==> src/rtl/mips_multicycle_ctrl.sv <==
// ---------------------------------------------------------------------------
// mips_multicycle_ctrl
//
// Multicycle control FSM for the 8-bit TinyMIPS datapath. Every instruction
// is fetched as four byte reads into the IR byte registers. The opcode is
// then decoded, and the FSM walks through the execute, memory and writeback
// states of the instruction. It holds only control state; all data lives
// in the datapath.
//
// Ports:
//   clk, rst    : rising-edge clock, asynchronous active-high reset
//   op          : opcode IR[31:26], valid from DECODE onward
//   zero        : ALU zero flag, used by BEQ to qualify the PC write
//   mem_ready   : memory completes this cycle's access
//   mem_read    : memory read strobe
//   mem_write   : memory write strobe
//   iord        : memory address select (0 = PC, 1 = ALU-out)
//   ir_en       : one-hot IR byte enable, bit0 = IR[7:0]
//   pc_en       : PC enable
//   reg_write   : register file write enable
//   reg_dst     : destination select (0 = rt, 1 = rd)
//   mem_to_reg  : writeback select (0 = ALU-out, 1 = MDR)
//   alu_src_a   : ALU A select (0 = PC, 1 = rs)
//   alu_src_b   : ALU B select (00 rt, 01 const 1, 10 imm, 11 branch imm)
//   alu_op      : 00 add, 01 sub, 10 funct-decoded
//   pc_source   : 00 ALU result, 01 ALU-out, 10 jump target
//   illegal     : sticky flag, set when an unsupported opcode is decoded
//   state_o     : current state encoding, for debug
// ---------------------------------------------------------------------------
module mips_multicycle_ctrl #(
  parameter int USE_MEM_READY = 1
) (
  input  logic       clk,
  input  logic       rst,
  input  logic [5:0] op,
  input  logic       zero,
  input  logic       mem_ready,
  output logic       mem_read,
  output logic       mem_write,
  output logic       iord,
  output logic [3:0] ir_en,
  output logic       pc_en,
  output logic       reg_write,
  output logic       reg_dst,
  output logic       mem_to_reg,
  output logic       alu_src_a,
  output logic [1:0] alu_src_b,
  output logic [1:0] alu_op,
  output logic [1:0] pc_source,
  output logic       illegal,
  output logic [3:0] state_o
);

  typedef enum logic [3:0] {
    FETCH1  = 4'd0,
    FETCH2  = 4'd1,
    FETCH3  = 4'd2,
    FETCH4  = 4'd3,
    DECODE  = 4'd4,
    MEMADR  = 4'd5,
    LBRD    = 4'd6,
    LBWR    = 4'd7,
    SBWR    = 4'd8,
    RTYPEEX = 4'd9,
    RTYPEWR = 4'd10,
    BEQEX   = 4'd11,
    JEX     = 4'd12,
    ADDIEX  = 4'd13,
    ADDIWR  = 4'd14,
    HALT    = 4'd15
  } state_t;

  localparam logic [5:0] OP_RTYPE = 6'h00;
  localparam logic [5:0] OP_J     = 6'h02;
  localparam logic [5:0] OP_BEQ   = 6'h04;
  localparam logic [5:0] OP_ADDI  = 6'h08;
  localparam logic [5:0] OP_LB    = 6'h20;
  localparam logic [5:0] OP_SB    = 6'h28;

  state_t state_q, state_d;
  logic   illegal_q, illegal_d;
  logic   readyEff;
  logic   fetchGo;
  logic   pcWrite;
  logic   pcWriteCond;

  // With the handshake disabled, every access is treated as completing at once.
  assign readyEff = (USE_MEM_READY == 0) ? 1'b1 : mem_ready;

  // Fetch-side enables are also held off during reset. That way no IR byte or
  // PC update is captured while the FSM is pinned in FETCH1.
  assign fetchGo = readyEff & ~rst;

  // The state register and the sticky illegal-opcode flag both clear on reset.
  always_ff @(posedge clk or posedge rst) begin
    if (rst) begin
      state_q   <= FETCH1;
      illegal_q <= 1'b0;
    end else begin
      state_q   <= state_d;
      illegal_q <= illegal_d;
    end
  end

  // This block computes the next state and the illegal flag.
  // DECODE dispatches on the opcode. MEMADR splits LB from SB.
  // HALT can only be left through reset.
  always_comb begin
    state_d   = state_q;
    illegal_d = illegal_q;
    unique case (state_q)
      FETCH1:  if (readyEff) state_d = FETCH2;
      FETCH2:  if (readyEff) state_d = FETCH3;
      FETCH3:  if (readyEff) state_d = FETCH4;
      FETCH4:  if (readyEff) state_d = DECODE;
      DECODE: begin
        case (op)
          OP_LB, OP_SB: state_d = MEMADR;
          OP_RTYPE:     state_d = RTYPEEX;
          OP_BEQ:       state_d = BEQEX;
          OP_J:         state_d = JEX;
          OP_ADDI:      state_d = ADDIEX;
          default: begin
            state_d   = HALT;
            illegal_d = 1'b1;
          end
        endcase
      end
      MEMADR:  state_d = (op == OP_LB) ? LBRD : SBWR;
      LBRD:    if (readyEff) state_d = LBWR;
      LBWR:    state_d = FETCH1;
      SBWR:    if (readyEff) state_d = FETCH1;
      RTYPEEX: state_d = RTYPEWR;
      RTYPEWR: state_d = FETCH1;
      BEQEX:   state_d = FETCH1;
      JEX:     state_d = FETCH1;
      ADDIEX:  state_d = ADDIWR;
      ADDIWR:  state_d = FETCH1;
      HALT:    state_d = HALT;
      default: state_d = FETCH1;
    endcase
  end

  // This block decodes the Moore outputs from the current state.
  // In the fetch states the IR byte enable and the PC increment fire only on
  // the cycle the memory delivers. This makes the PC advance by exactly one
  // per byte, so by four per instruction.
  always_comb begin
    mem_read    = 1'b0;
    mem_write   = 1'b0;
    iord        = 1'b0;
    ir_en       = 4'b0000;
    pcWrite     = 1'b0;
    pcWriteCond = 1'b0;
    reg_write   = 1'b0;
    reg_dst     = 1'b0;
    mem_to_reg  = 1'b0;
    alu_src_a   = 1'b0;
    alu_src_b   = 2'b00;
    alu_op      = 2'b00;
    pc_source   = 2'b00;
    unique case (state_q)
      FETCH1, FETCH2, FETCH3, FETCH4: begin
        mem_read  = 1'b1;
        alu_src_b = 2'b01;
        pcWrite   = fetchGo;
        unique case (state_q)
          FETCH1:  ir_en = {3'b000, fetchGo};
          FETCH2:  ir_en = {2'b00, fetchGo, 1'b0};
          FETCH3:  ir_en = {1'b0, fetchGo, 2'b00};
          default: ir_en = {fetchGo, 3'b000};
        endcase
      end
      DECODE: begin
        alu_src_b = 2'b11;
      end
      MEMADR, ADDIEX: begin
        alu_src_a = 1'b1;
        alu_src_b = 2'b10;
      end
      LBRD: begin
        mem_read = 1'b1;
        iord     = 1'b1;
      end
      LBWR: begin
        reg_write  = 1'b1;
        mem_to_reg = 1'b1;
      end
      SBWR: begin
        mem_write = 1'b1;
        iord      = 1'b1;
      end
      RTYPEEX: begin
        alu_src_a = 1'b1;
        alu_op    = 2'b10;
      end
      RTYPEWR: begin
        reg_write = 1'b1;
        reg_dst   = 1'b1;
      end
      BEQEX: begin
        alu_src_a   = 1'b1;
        alu_op      = 2'b01;
        pc_source   = 2'b01;
        pcWriteCond = 1'b1;
      end
      JEX: begin
        pcWrite   = 1'b1;
        pc_source = 2'b10;
      end
      ADDIWR: begin
        reg_write = 1'b1;
      end
      default: begin
      end
    endcase
  end

  assign pc_en   = pcWrite | (pcWriteCond & zero);
  assign illegal = illegal_q;
  assign state_o = state_q;

endmodule

==> config.mk <==
export PLATFORM = sky130hd
export DESIGN_NAME = mips_multicycle_ctrl
export DESIGN_NICKNAME = d
export VERILOG_FILES = /design/src/rtl/mips_multicycle_ctrl.sv
export SDC_FILE = /design/constraint.sdc
export NUM_CORES = 1
export LEC_CHECK = 0
export CORE_MARGIN = 1.5
export CORE_UTILIZATION = 39
export DETAILED_ROUTE_END_ITERATION = 10
export PLACE_DENSITY = 0.86
export SKIP_CTS_REPAIR_TIMING = 1
export SLEW_MARGIN = 20
export SYNTH_ARGS = -nofsm -noshare
export SYNTH_HDL_FRONTEND = slang
export SYNTH_SLANG_ARGS = --single-unit
==> constraint.sdc <==
create_clock -name clk -period 2.7 [get_ports clk]
set_clock_uncertainty 0.2 [all_clocks]
set_input_delay 0.675 -clock clk [delete_from_list [all_inputs] [get_ports clk]]
set_output_delay 0.675 -clock clk [all_outputs]
set_load 0.05 [all_outputs]
Yosys cells after proc, flatten, opt, wreduce, memory -nomap -nowiden
Index checks and enable logic that the tools add are counted.
{"block": "classes", "n_bitwise": 5, "n_mux": 23, "reduce_logical": 13, "n_eq_ne": 26}
{"cell": "case mux 4 bit (12 select lines)", "count": 1}
{"cell": "== test 4 bit, second input constant", "count": 8}
{"cell": "2-to-1 mux 4 bit", "count": 8}
{"cell": "case mux 4 bit (5 select lines)", "count": 1}
{"cell": "== test 4 x 3 -> 1 bit, second input constant", "count": 4}
{"cell": "== test 6 bit, second input constant", "count": 2}
{"cell": "!= test 2 bit, second input constant", "count": 6}
{"cell": "case mux 4 bit (3 select lines)", "count": 1}
{"cell": "OR reduction 5 bit", "count": 2}
{"cell": "== test 4 x 2 -> 1 bit, second input constant", "count": 2}
{"cell": "2-to-1 mux 1 bit", "count": 8}
{"cell": "case mux 2 bit (2 select lines)", "count": 2}
{"cell": "OR reduction 4 bit", "count": 2}
{"cell": "== test 6 x 2 -> 1 bit, second input constant", "count": 1}
{"cell": "== test 6 x 3 -> 1 bit, second input constant", "count": 1}
{"cell": "== test 6 x 4 -> 1 bit, second input constant", "count": 1}
{"cell": "zero test 6 bit", "count": 1}
{"cell": "case mux 2 bit (3 select lines)", "count": 1}
{"cell": "AND reduction 6 bit", "count": 1}
{"cell": "OR reduction 2 bit", "count": 3}
{"cell": "OR reduction 6 bit", "count": 1}
{"cell": "== test 4 x 1 -> 1 bit, second input constant", "count": 1}
{"cell": "zero test 4 bit", "count": 1}
{"cell": "OR reduction 3 bit", "count": 1}
{"cell": "5 further kinds", "count": 7}
{"block": "word_totals", "inputBits": 10, "register_bits": 5}

Logic depth before layout (Yosys ltp)
{"block": "logic_depth", "word_depth": 4, "mapped_depth": 5, "depth_no_buf": 4}

Least setup slack after synthesis
OpenSTA, ideal clock, no wires.
{"block": "synth_path", "path_type": "reg2out", "startpoint": "register state_q[2] (netlist: state_o[2])", "endpoint": "output port reg_write", "required_time_ns": 1.825, "path_slack_ns": -0.454, "stages_incl_launch_ff": 5, "t_arrival_ns": 2.279, "path_cell_list": "dfrtp_1 buf_2 buf_2 nand3_1 a21boi_0"}
{"block": "synth_between", "elab_chain_len": 3, "word_cells_on_any_way": 5, "classes_between": "eq/ne (3); mux (1); reduce/logical (1)"}
{"item": "start: declaration", "line_no": "80", "rtl": "state_t state_q, state_d;"}
{"item": "start signal: assignment", "line_no": "100", "rtl": "state_q <= state_d;"}
{"item": "== test 4 bit or == test 4 x 3 -> 1 bit (tied branches)", "line_no": "162", "rtl": "unique case (state_q)"}
{"item": "OR reduction 3 bit (no line) *"}
{"item": "2-to-1 mux 1 bit *", "line_no": "162"}
{"item": "end: declaration", "line_no": "43", "rtl": "output logic reg_write,"}
Mark *: on every way between the ends. The rest lies on a longest branch, timed or not.

Worst setup path in the final report
{"block": "layout_path", "startpoint": "register state_q[3] (netlist: state_o[3])", "endpoint": "output port iord"}
{"block": "layout_between", "elab_chain_len": 3, "word_cells_on_any_way": 4, "classes_between": "eq/ne (2); mux (1); reduce/logical (1)"}
{"item": "== test 4 bit or == test 4 x 3 -> 1 bit (tied branches)", "line_no": "162"}
{"item": "OR reduction 2 bit (no line) *"}
{"item": "2-to-1 mux 1 bit *", "line_no": "162"}
{"item": "end: declaration", "line_no": "40", "rtl": "output logic iord,"}
Marks and branches as above.

==> impl_metrics.yaml <==
outcome:
  status: "finished clean"
synth:
  synthFlopType: "dfrtp_1"
  synth_top_area_share: 0.223
  synth_edf_count: 0
  synthXorXnorAreaFrac: 0
  netlist_instances: 83
  yosys.area_share.adder: 0
  synth_area_um2: 561
  yosys.area_share.simple: 0.397
  yosysWarningCount: 0
  synth_top_family_by_area: "simple AND/OR/NAND/NOR gates"
  yosysTopAreaCell: "dfrtp_1"
  postSynthAreaPerCell_um2: 6.75
  synth-seq-cells: 5
  synthArstFlopShare: 1.00
  synthTopCellsByArea: "dfrtp_1 (22%), nor2_1 (9.4%), a21oi_1 (7.1%), nand3_1 (6.3%), o2111ai_1 (6.3%)"
  synth_compound_area_frac: 0.277
  synthMuxAreaShare: 0
  synth_nets: 93
  synth.distinct_cells: 31
  yosysSeqAreaShare: 0.223
sta:
  finalHoldViolCount: 0
  worst_slack_ns: 0.103
  layout_min_cycle_time_ns: 2.60
  worst_pin_slew_ns: 0.501
  relSlewSlack: 0.665
  fmax_ghz: 0.385
  slew_viol_final: 0
  setup_viol: 0
  min_period_over_period: 0.962
  hold-worst-slack_ns: 0.280
power:
  leakage_nw: 0.447
  clock_power_share: 0.070
  internal-power_mw: 0.597
  finalPower_mw: 1.35
  p_sw_mw: 0.754
  switching_share: 0.558
  pwr-share-seq: 0.118
  power.density_mw_per_mm2: 1170
  vdd_drop_max_uv: 941
  combPwrFrac: 0.812
global_route:
  grtUsageMet1: 0.244
  grt_max_degree: 14
  grt_pass1_wl_um: 2650
  grt-busiest-layer: "met2"
  antenna_found_initial: 0
  grt_overflow: 0
  grtUsageMet2: 0.453
  grt_pass1_vias: 620
  grt.total_usage: 0.247
  gr-usage-met3: 0.0652
critical_path:
  path_class: "flip-flop to output pin"
  worstSetupStartpointType: "flip-flop"
  rr_startpoint: "state_o[2]"
  reg2reg_depth: 4
  reg2reg_to: "illegal"
  required_ns: 1.82
  startpoint: "state_o[3]"
  regToRegSetupSlack_ns: 1.02
  arrival_ns: 1.72
  critPathMaxFanout: 10
  worstSetupEndpointType: "output pin"
route:
  vias: 753
  drc: 0
  ant_nets: 0
  post_drt_wl_per_cell_um: 14.0
  viasPerCell: 5.66
  dr.pass1.iters: 6
  drt-initial-drc-count: 21
  wirelength_um: 1860
place:
  post-place-ws_ns: -0.00286
  portBuffers: 32
  place_congestion: 0.896
  dpl.hpwl_um: 1460
clock_network:
  clock_latency_ns: 0.26
  numCtsBuffers: 3
  root_buffer: "clkbuf_4"
  cts_htree_levels: 1
  cts_tree: "built"
  cts.sinks: 5
  cts.clk_slew.worst_paths_ns: 0.05
  clock_path_buffers: 2
finish:
  layout-drive-gt1-share: 0.390
  num_antenna_cells: 0
  most-common-layout-cells: "buf_12 (18), clkdlybuf4s50_1 (11), buf_4 (9), nand2_1 (8), nor2_1 (7)"
  final_common_cell: "buf_12"
  syn2layout_area_growth_pct: 105
  final_nets: 129
  fill_cells: 71
die:
  io_pins: 33
  die_h_um: 40.9
  dieArea_mm2: 0.00167
  rows: 13
  dieWidth_um: 40.9
  core_mm2: 0.00132
  start_util: 0.425
flow_run:
  maxCapViolCount: 0
min_path:
  hp-class: "flip-flop to flip-flop"
  holdPathStages: 1
  holdPathEnd: "illegal"
  hp-start: "illegal"
metrics by stage:
stage	instances	setup TNS, ns	util	cell area (um^2)
after global routing	133	-0.00306	0.874	1150
final	133	0	0.874	1150
after CTS	133	-0.000806	0.864	1140
after detailed placement	129	-0.00286	0.844	1110
after global placement	129	0	0.844	1110
after floorplan	83	-0.0949	-	598
power groups by stage:
stage	combinational (mW)	sequential [mW]	clock [mW]
3_3_place_gp	1.07	0.154	0
4_1_cts	1.08	0.155	0.100
2_1_floorplan	0.585	0.223	0
6_report	1.10	0.159	0.0946
3_5_place_dp	1.08	0.156	0
5_1_grt	1.15	0.164	0.102
worst max path at each step:
| stage | end | depth (start not counted) |
|---|---|---|
| 2_1_floorplan | reg_write | 4 |
| 3_3_place_gp | ir_en[1] | 4 |
| 3_5_place_dp | ir_en[1] | 4 |
| 4_1_cts | ir_en[1] | 4 |
| 5_1_grt | iord | 4 |
| 6_report | iord | 4 |
Yosys cell counts, types with 2 or more instances:
cell type / instances
o2111ai_1: 4
nor2_1: 14
nand3_1: 7
inv_1: 4
dfrtp_1: 5
buf_2: 4
nand2_1: 9
nor3_1: 3
a21oi_1: 8
o21ai_0: 2
nand2b_1: 3
layout make-up:
cell class	count	area [um^2]	share of cell area
Inverter	4	15.0	0.0130
Timing Repair Buffer	38	538	0.467
Tap cell	15	18.8	0.0163
Multi-Input combinational cell	67	428	0.372
Sequential cell	5	125	0.109
Clock buffer	4	26.3	0.0228
per-layer routing:
metal	vias up	part of all wire	wire length [um]
li1	370	-	-
met1	330	0.37	682
met2	49	0.51	944
met3	4	0.11	196
met4	0	0.018	34
met5	-	0	0
state kept, by name (all words and copies together), names as in the netlist:
register  cells
state_o       4
illegal       1
kinds of logic (layout without fill, tap and decap cells):
kind of cell,after synthesis,after routing
compound gates,23,23
buf+inv,11,46
simple gates,44,44
flops,5,5
critical path, cell delays in order (launching register included):
cell     delay [ns]
dfrtp_1        0.52
inv_1          0.18
or3_1          0.39
a21oi_2        0.21
buf_12         0.16
(Power assumes the default switching activity.)
